==> config.mk <==
export PLATFORM = sky130hd
export DESIGN_NAME = datapath_seq
export DESIGN_NICKNAME = d
export VERILOG_FILES = /design/src/rtl/datapath_seq.sv
export SDC_FILE = /design/constraint.sdc
export NUM_CORES = 1
export LEC_CHECK = 0
export ABC_AREA = 1
export CAP_MARGIN = 40
export CORE_ASPECT_RATIO = 1.25
export CORE_UTILIZATION = 44
export DETAILED_ROUTE_END_ITERATION = 8
export PLACE_DENSITY_LB_ADDON = 0.3
export SETUP_SLACK_MARGIN = 0.05
export SKIP_LAST_GASP = 1
export SYNTH_ARGS = -nofsm -noshare
export SYNTH_HDL_FRONTEND = slang
export SYNTH_SLANG_ARGS = --single-unit
export TNS_END_PERCENT = 20
==> constraint.sdc <==
create_clock -name clk_i -period 1.55 [get_ports clk_i]
set_input_delay 0.465 -clock clk_i [delete_from_list [all_inputs] [get_ports clk_i]]
set_output_delay 0.465 -clock clk_i [all_outputs]
set_load 0.02 [all_outputs]
==> src/rtl/datapath_seq.sv <==
// Sequencer for a fixed register-transfer program: CLEAR, LOAD, OP1..OP4, FIN.
// Every output is a register loaded from the decode of the next state.
module datapath_seq #(
    parameter int HOLD = 2  // cycles per timed step, legal 1..15
) (
    input  logic       clk_i,
    input  logic       clr_i,
    input  logic       start_i,
    input  logic       abort_i,
    input  logic       cin_req_i,
    output logic       dp_clr_o,
    output logic       cin_o,
    output logic [2:0] w_o,
    output logic [3:0] ce_o,
    output logic [1:0] sel_o,
    output logic [2:0] s_o,
    output logic       busy_o,
    output logic       done_o,
    output logic [2:0] step_o
);

    typedef enum logic [2:0] {
        ST_IDLE  = 3'd0,
        ST_CLEAR = 3'd1,
        ST_LOAD  = 3'd2,
        ST_OP1   = 3'd3,
        ST_OP2   = 3'd4,
        ST_OP3   = 3'd5,
        ST_OP4   = 3'd6,
        ST_FIN   = 3'd7
    } state_e;

    typedef struct packed {
        logic       dp_clr;
        logic [2:0] w;
        logic [3:0] ce;
        logic [1:0] sel;
        logic [2:0] s;
    } word_t;

    localparam logic [3:0] DWELL_LAST = 4'(HOLD - 1);
    localparam word_t      WORD_IDLE  = '{dp_clr: 1'b0, w: 3'b000, ce: 4'b0000, sel: 2'b11, s: 3'b000};

    state_e     state_q, state_d;
    logic [3:0] cnt_q, cnt_d;
    logic       cin_q, cin_d;
    word_t      word_q, word_d;
    logic       busy_q, done_q;

    function automatic word_t decode(input state_e st);
        word_t wd;
        wd = WORD_IDLE;
        case (st)
            ST_CLEAR: wd = '{dp_clr: 1'b1, w: 3'b000, ce: 4'b0000, sel: 2'b11, s: 3'b000};
            ST_LOAD:  wd = '{dp_clr: 1'b0, w: 3'b000, ce: 4'b0001, sel: 2'b00, s: 3'b010};
            ST_OP1:   wd = '{dp_clr: 1'b0, w: 3'b000, ce: 4'b1000, sel: 2'b00, s: 3'b010};
            ST_OP2:   wd = '{dp_clr: 1'b0, w: 3'b010, ce: 4'b0010, sel: 2'b10, s: 3'b001};
            ST_OP3:   wd = '{dp_clr: 1'b0, w: 3'b000, ce: 4'b1000, sel: 2'b10, s: 3'b001};
            ST_OP4:   wd = '{dp_clr: 1'b0, w: 3'b100, ce: 4'b0100, sel: 2'b10, s: 3'b001};
            default:  wd = WORD_IDLE;
        endcase
        return wd;
    endfunction

    function automatic state_e next_step(input state_e st);
        state_e nx;
        case (st)
            ST_CLEAR: nx = ST_LOAD;
            ST_LOAD:  nx = ST_OP1;
            ST_OP1:   nx = ST_OP2;
            ST_OP2:   nx = ST_OP3;
            ST_OP3:   nx = ST_OP4;
            ST_OP4:   nx = ST_FIN;
            default:  nx = ST_IDLE;
        endcase
        return nx;
    endfunction

    always_comb begin
        state_d = state_q;
        cnt_d   = cnt_q;
        cin_d   = cin_q;
        case (state_q)
            ST_IDLE: begin
                if (start_i) begin
                    state_d = ST_CLEAR;
                    cnt_d   = DWELL_LAST;
                    cin_d   = cin_req_i;
                end
            end
            ST_FIN: begin
                state_d = ST_IDLE;
                cnt_d   = 4'd0;
            end
            default: begin
                // Timed steps: counter reloads on entry, advance when it reaches zero.
                if (cnt_q == 4'd0) begin
                    state_d = next_step(state_q);
                    cnt_d   = (state_q == ST_OP4) ? 4'd0 : DWELL_LAST;
                end else begin
                    cnt_d = cnt_q - 4'd1;
                end
            end
        endcase
        // Abort outranks both normal advance and the dwell expiry.
        if (abort_i && (state_q != ST_IDLE)) begin
            state_d = ST_IDLE;
            cnt_d   = 4'd0;
        end
        word_d = decode(state_d);
    end

    always_ff @(posedge clk_i or posedge clr_i) begin
        if (clr_i) begin
            state_q <= ST_IDLE;
            cnt_q   <= 4'd0;
            cin_q   <= 1'b0;
            word_q  <= WORD_IDLE;
            busy_q  <= 1'b0;
            done_q  <= 1'b0;
        end else begin
            state_q <= state_d;
            cnt_q   <= cnt_d;
            cin_q   <= cin_d;
            word_q  <= word_d;
            busy_q  <= (state_d != ST_IDLE);
            done_q  <= (state_d == ST_FIN);
        end
    end

    assign dp_clr_o = word_q.dp_clr;
    assign w_o      = word_q.w;
    assign ce_o     = word_q.ce;
    assign sel_o    = word_q.sel;
    assign s_o      = word_q.s;
    assign cin_o    = cin_q;
    assign busy_o   = busy_q;
    assign done_o   = done_q;
    assign step_o   = state_q;

endmodule

# Yosys cells after proc, flatten, opt, wreduce, memory -nomap -nowiden
# Index checks and enable logic that the tools add are counted.
# word_totals
wordCells	43
reg_bits	23
out_inout_bits	19
# op_classes
n_reduce_logical	6
n_mux	11
n_eq_ne	15
add_sub_neg	1
# ops
cell	count
case mux 13 bit (6 select lines)	1
equality test 3 bit (second input constant)	8
case mux 3 bit (6 select lines)	1
equality test 3 x 2 -> 1 bit (second input constant)	4
2-to-1 mux 4 bit	3
2-to-1 mux 3 bit	3
case mux 4 bit (2 select lines)	1
equality test 3 x 1 -> 1 bit (second input constant)	2
case mux 3 bit (2 select lines)	1
nonzero test 3 bit	2
logical NOT 4 bit	1
subtractor 4 x 1 -> 4 bit (second input constant)	1
logical NOT 3 bit	1
!= test 3 bit (second input constant)	1
AND reduction 2 bit	1
logical AND 1 bit	1
2-to-1 mux 1 bit	1

# Depth between registers and ports, before layout
# Gate-level depths: netlist of run 1.
# logic_depth
ltp_word	7
depth_mapped	12
mapped_depth_nobuf	12

# Least setup slack after synthesis of run 1
# Ideal clock, no wire load.
# synth_timing
kind	register to register
from	register state_q[1] (netlist: step_o[1])
to	register word_q (netlist bit s_o[0])
path_slack_ns	-0.042
stages_incl_launch_ff	12
arrival_ns	1.479
required_ns	1.437
setup_time_ns	0.113
period_less_slack_ns	1.592
cell_sequence	dfrtp_1 > inv_1 > ha_1 > nand2_4 > nor2_4 > nand2_2 > nand2_4 > nand2_4 > inv_4 > nand3_1 > nand2_1 > inv_1
# synth_rtl
element	line	source
start, declared	44	state_e state_q, state_d;
start signal, assigned	122	state_q <= state_d;
end signal, assigned	125	word_q <= word_d;
end, declared	47	word_t word_q, word_d;

# Final worst setup path of run 1
# layout_timing
from	register word_q (netlist bit s_o[1])
to	output s_o[1]
# layout_rtl
element	line	source
end, declared	16	output logic [2:0] s_o,
# No word-level cell between the ends.

==> impl_metrics.json, run 1 <==
{
  "post_synth_and_or_nand_nor_area_fraction_pct": 31.4,
  "top_cells_by_area_in_the_synthesized_netlist": "sky130_fd_sc_hd__dfrtp_1 (40%), sky130_fd_sc_hd__nand2_1 (10%), sky130_fd_sc_hd__nand2_4 (7.4%)",
  "cts_root_buffer": "sky130_fd_sc_hd__clkbuf_4",
  "layout_commonest_cell": "sky130_fd_sc_hd__nand2_1",
  "worstPathCellList": "clkdlybuf4s50_1",
  "power.total_mw": 3.43,
  "grt_pass1_wl_mm": 3.24,
  "wl_mm": 2.18,
  "yosys_warnings": 0,
  "initialDrtViolationCount": 21,
  "fin_cells": 185,
  "finalSetupTns_ps": -999,
  "setup_violations": 9,
  "synthAdderAreaFrac_pct": 7.01,
  "cts_tree": "done",
  "floorplan.die.width_um": 46.1,
  "synth.yosys.seq_area_share_pct": 44.6,
  "yosys.cell_types.count": 25,
  "clkTransAtPathRegs_ps": 110,
  "max_cap_violations": 0,
  "cts_max_path_buffers": 2,
  "area.growth.synth_to_final_pct": 40.1,
  "critPathBufInv": 1,
  "yosys-mux-area-fraction_pct": 1.05,
  "dpl.hpwl_mm": 1.60,
  "critical_path_peak_fanout": 1,
  "routed_wire_length_per_instance_um": 11.8,
  "number_of_clock_sinks_seen_by_cts": 19,
  "grt_start_max_net_pins": 20,
  "maxClockFrequency_ghz": 0.591,
  "layout.cells.most_common_list": "sky130_fd_sc_hd__nand2_1 (23), sky130_fd_sc_hd__dfrtp_1 (15), sky130_fd_sc_hd__clkdlybuf4s50_1 (11)",
  "synth.avg_cell_area_um2": 8.85,
  "std_cell_core_area_um2": 2260,
  "grt_setup_unrepaired": "yes",
  "synth_top_cell_by_area": "sky130_fd_sc_hd__dfrtp_1",
  "finalWorstPathRequiredPeriod_ps": 1690,
  "die_height_um": 57.2,
  "slew_violations": 0,
  "worstHoldPathType": "primary input to async pin",
  "critical_path_startpoint_category": "register",
  "power_density_nw_per_um2": 2290,
  "layout_cell_share_with_drive_strength_beyond_1_pct": 40.9,
  "synth_compound_gate_area_share_pct": 4.56,
  "antenna_cells_inserted": 0,
  "port_buffers": 21,
  "htreeDepth": 1,
  "placed_cells_incl_taps": 177,
  "fin_skew_ps": 1.38,
  "drtPass1Iterations": 4,
  "setup.worst_path.class": "register to output port",
  "gpl_wtd_cong": 0.770,
  "synth_top_family_by_area": "simple AND/OR/NAND/NOR gates",
  "post-route-worst-setup-slack_ps": -143,
  "violations": "setup timing",
  "synth_largest_type_area_fraction_pct": 39.7,
  "synth_xor_area_share_pct": 1.64,
  "fp.dieArea_um2": 2640,
  "final-hold-violation-count": 0,
  "critical_path.slowest_cell": "sky130_fd_sc_hd__clkdlybuf4s50_1",
  "power.ir.vdd_worst_uv": 1390,
  "worstSetupEndpointType": "output port",
  "worst_ep_arrival_time_ps": 1230,
  "grtUsageTotal_pct": 16.7,
  "period_share_pct": 109,
  "ant_nets": 0,
  "floorplan.initialDensity_pct": 47.4,
  "total_leakage_power_nw": 0.817,
  "overflow_after_grt": 0,
  "filler_cell_count": 184,
  "run_status": "finished, violations left",
  "num_io_pins": 24,
  "worst_path_largest_cell_delay_ps": 590,
  "antenna_found_initial": 0,
  "required_ps": 1080,
  "viasPerCell": 4.78,
  "grt_pass1_vias": 800,
  "cells_after_synth": 121,
  "clk-insertion-delay-late_ps": 290,
  "via_count": 885,
  "cts-hold-fix-buffers": 0,
  "cpLargestDelayFamily": "buffers and inverters",
  "layout.nets": 166,
  "ys_ff_latch": 19,
  "rows": 19,
  "drcViolationCount": 0,
  "layout.core_utilization_pct": 66.4,
  "number_of_buffers_created_by_cts": 3,
  "netlist_area_um2": 1070
}
==> routing by layer <==
| layer | track usage (%) | part of all wire [%] |
|---|---|---|
| met2 | 32.4 | 56 |
| met4 | 3.78 | 0.69 |
| met5 | 0 | 0 |
| met3 | 2.85 | 2.2 |
| met1 | 17.6 | 41 |
==> cells by family after synthesis <==
group,count (synthesis)
xor gates and xnor gates,2
and+or+nand+nor,62
AOI/OAI and AO/OA,8
muxes,1
other,1
adders and majority gates,6
DFF,19
buffers and inverters,22
==> registers in the layout, indices dropped and copies added, names as in the netlist <==
register	cells
sel_o	2
busy_o	1
cnt_q	4
dp_clr_o	1
ce_o	4
step_o	3
cin_o	1
s_o	2
done_o	1
==> final timing paths <==
check / from / depth (start not counted) / slack [ps] / endpoint
max: s_o[1] / 1 / -140 / s_o[1]
min reg2reg: cin_o / 1 / 530 / cin_o
min: clr_i / 3 / 470 / cnt_q[1]
max reg2reg: step_o[0] / 11 / -10 / s_o[0]
min in group clk_i: cin_o / 1 / 530 / cin_o
max in group asynchronous: clr_i / 3 / 820 / sel_o[0]
==> repair_timing <==
item	4_1_cts	5_1_grt
setup endpoints to repair	29	30
setup buffers	0	4
pin swaps	0	8
resized for setup	14	32
==> layout make-up <==
cell class	count	area (µm²)	area share, %
clock inverter	1	5.00	0.334
timing repair buffer	32	292	19.4
tap	31	38.8	2.59
multi-input combinational	81	579	38.6
sequential	19	480	32.0
inverter	18	82.6	5.50
clock buffer	3	22.5	1.50
==> worst min-delay path, cell delays in order <==
cell	delay, ps
sky130_fd_sc_hd__clkdlybuf4s50_1	390
sky130_fd_sc_hd__inv_1	50
sky130_fd_sc_hd__buf_4	240
==> synthesized netlist by cell type <==
cell,number
sky130_fd_sc_hd__o31ai_1,1
sky130_fd_sc_hd__dfrtp_1,17
sky130_fd_sc_hd__ha_1,6
sky130_fd_sc_hd__nand2_1,29
sky130_fd_sc_hd__nor2_2,1
sky130_fd_sc_hd__nand3_4,1
sky130_fd_sc_hd__inv_4,1
sky130_fd_sc_hd__o211ai_1,1
sky130_fd_sc_hd__nand3_1,9
sky130_fd_sc_hd__inv_1,13
sky130_fd_sc_hd__buf_4,4
sky130_fd_sc_hd__a21oi_2,1
sky130_fd_sc_hd__xor2_1,2
sky130_fd_sc_hd__mux2_2,1
sky130_fd_sc_hd__inv_2,4
sky130_fd_sc_hd__nand4_1,1
sky130_fd_sc_hd__nand2_4,7
sky130_fd_sc_hd__nor2_4,1
sky130_fd_sc_hd__nor2_1,7
sky130_fd_sc_hd__a21oi_1,3
sky130_fd_sc_hd__o21ai_0,2
sky130_fd_sc_hd__nand2_2,5
sky130_fd_sc_hd__nor3_1,1
sky130_fd_sc_hd__conb_1,1
sky130_fd_sc_hd__dfstp_2,2
==> per-stage QoR <==
stage	setup slack (ps)	area, µm²	hold WS, ps
floorplan	62.9	1090	415
global placement	-90.4	1360	490
detailed placement	-122	1360	502
CTS	-191	1370	479
global route	-183	1500	500
finish	-143	1500	474
==> power breakdown <==
part           switching (mW)  internal [mW]  total [mW]
clock network           0.154         0.0958       0.250
logic                    1.40          0.968        2.37
registers               0.116          0.696       0.812
(Power assumes the default switching activity.)
==> run 2: changes to the inputs <==
- REMOVE_ABC_BUFFERS: not set -> 1
==> run 2 against run 1 <==
The flow still finishes with violations (setup timing). Clock skew increased by 3.1 ps. Clock power barely moved. Worst hold slack got worse by 9.7 ps. Core utilization grew 0.17 points. Power grew 2.0%. Critical path depth did not move.
==> impl_metrics.json, run 2 (same netlist as run 1, synthesis figures left out) <==
{
  "pwr-share-seq_pct": 22.5,
  "slew_violations": 0,
  "port_buffers": 21,
  "violations": "setup timing",
  "worstSetupEndpointType": "output port",
  "worst_setup_path_startpoint": "s_o[0]",
  "critical_path.slowest_cell": "sky130_fd_sc_hd__clkdlybuf4s50_1",
  "layout.core_utilization_pct": 66.6,
  "floorplan.die.width_um": 46.1,
  "floorplan.initialDensity_pct": 47.4,
  "maxClockFrequency_ghz": 0.584,
  "power.internal_mw": 1.79,
  "comb_power_share_pct": 70.4,
  "grtUsageTotal_pct": 18.7,
  "r2r.worst_path.cells": 11,
  "power.ir.vdd_worst_uv": 1280,
  "max_cap_violations": 0,
  "num_io_pins": 24,
  "run_status": "finished, violations left",
  "viasPerCell": 4.82,
  "layout.nets": 168,
  "layout_commonest_cell": "sky130_fd_sc_hd__nand2_1",
  "drcViolationCount": 0,
  "power.switching_fraction_pct": 48.9,
  "clock_power_share_pct": 7.1,
  "post-route-worst-setup-slack_ps": -163,
  "power_density_nw_per_um2": 2320,
  "filler_cell_count": 174,
  "via_count": 902,
  "rows": 19,
  "setup_violations": 12,
  "ant_nets": 0,
  "fp.dieArea_um2": 2640,
  "area.growth.synth_to_final_pct": 40.4,
  "worstHoldPathType": "primary input to async pin",
  "required_ps": 1080,
  "grt.met2_usage_pct": 29.0,
  "fin_skew_ps": 4.49,
  "finalSetupTns_ps": -1020,
  "clk-insertion-delay-late_ps": 300,
  "htreeDepth": 1,
  "wl_mm": 2.19,
  "overflow_after_grt": 0,
  "gpl_wtd_cong": 0.822,
  "number_of_buffers_created_by_cts": 3,
  "critPathBufInv": 1,
  "cts_tree": "done",
  "total_leakage_power_nw": 0.836,
  "std_cell_core_area_um2": 2260,
  "worst_r2r_endpoint": "ce_o[1]",
  "clkTransAtPathRegs_ps": 100,
  "layout.cells.most_common_list": "sky130_fd_sc_hd__nand2_1 (25), sky130_fd_sc_hd__dfrtp_1 (16), sky130_fd_sc_hd__buf_4 (12)",
  "period_share_pct": 111,
  "critical_path_peak_fanout": 1,
  "worst_path_largest_cell_delay_ps": 600,
  "cts-hold-fix-buffers": 0,
  "initialDrtViolationCount": 28,
  "rr_startpoint": "step_o[0]",
  "grt_start_max_net_pins": 20,
  "grt_pass1_wl_mm": 3.49,
  "cts_max_path_buffers": 2,
  "number_of_clock_sinks_seen_by_cts": 19,
  "antenna_found_initial": 0,
  "setup.worst_path.class": "register to output port",
  "reg2reg_slack_ps": -30,
  "routed_wire_length_per_instance_um": 11.7,
  "layout_cell_share_with_drive_strength_beyond_1_pct": 38.5,
  "finalWorstPathRequiredPeriod_ps": 1710,
  "grt_setup_unrepaired": "yes",
  "grt_pass1_vias": 821,
  "drtPass1Iterations": 4,
  "critical_path_startpoint_category": "register",
  "cts_root_buffer": "sky130_fd_sc_hd__clkbuf_4",
  "gr-max-usage-layer": "met2",
  "final-hold-violation-count": 0,
  "die_height_um": 57.2,
  "cpLargestDelayFamily": "buffers and inverters",
  "grtUsageMet1_pct": 25.1,
  "dpl.hpwl_mm": 1.60,
  "worstPathCellList": "clkdlybuf4s50_1",
  "antenna_cells_inserted": 0,
  "total_switching_power_mw": 1.71,
  "grtUsageMet3_pct": 1.90,
  "worst_ep_arrival_time_ps": 1250
}
run 2: cell types whose count changed in the layout (fill, tap and decap cells not counted), sizes merged:
cell           previous run  this run
dlygate4sd2               2         3
buf                      14        15
clkdlybuf4s15             0         1
clkdlybuf4s50            11        10
run 2: layout make-up:
class	count	area [µm²]	share of cell area [%]
clock buffer	3	22.5	1.50
clock inverter	1	5.00	0.333
inverter	18	80.1	5.32
multi-input combinational	81	567	37.7
sequential	19	479	31.9
tap	31	38.8	2.58
timing repair buffer	34	312	20.7
run 2: worst max-delay path by stage:
stage / to / slack, ps / cells after the start
2_1_floorplan: s_o[0] / -40 / 11
3_3_place_gp: s_o[0] / -120 / 9
3_5_place_dp: s_o[0] / -140 / 9
4_1_cts: ce_o[2] / -200 / 1
5_1_grt: busy_o / -190 / 1
6_report: s_o[0] / -160 / 1
run 2: repair_timing:
item                                    CTS  global route
endpoints found under the setup margin   31            32
pin swaps                                 0             7
cloned                                    0             0
gates resized for setup                  14            31
buffers inserted                          0             2
run 2: through the flow:
step                setup WS, ps  total power [mW]  instances  area, µm²  hold WS [ps]
floorplan                  -42.1              2.18        118       1040           415
global placement            -118              2.85        181       1380           489
detailed placement          -139              2.88        181       1380           515
CTS                         -198              3.10        185       1390           474
global route                -188              3.76        187       1500           508
finish                      -163              3.50        187       1500           464
run 2: power groups by stage:
| stage | combinational [mW] | clock (mW) | sequential, mW |
|---|---|---|---|
| floorplan | 1.21 | 0 | 0.969 |
| global placement | 2.07 | 0 | 0.784 |
| detailed placement | 2.09 | 0 | 0.795 |
| CTS | 2.06 | 0.256 | 0.783 |
| global route | 2.69 | 0.269 | 0.810 |
| finish | 2.46 | 0.248 | 0.788 |
run 2: routing by layer:
layer	routed length, µm	share of wire (%)
met1	964	44
met2	1100	50
met3	76	3.5
met4	55	2.5
met5	0	0
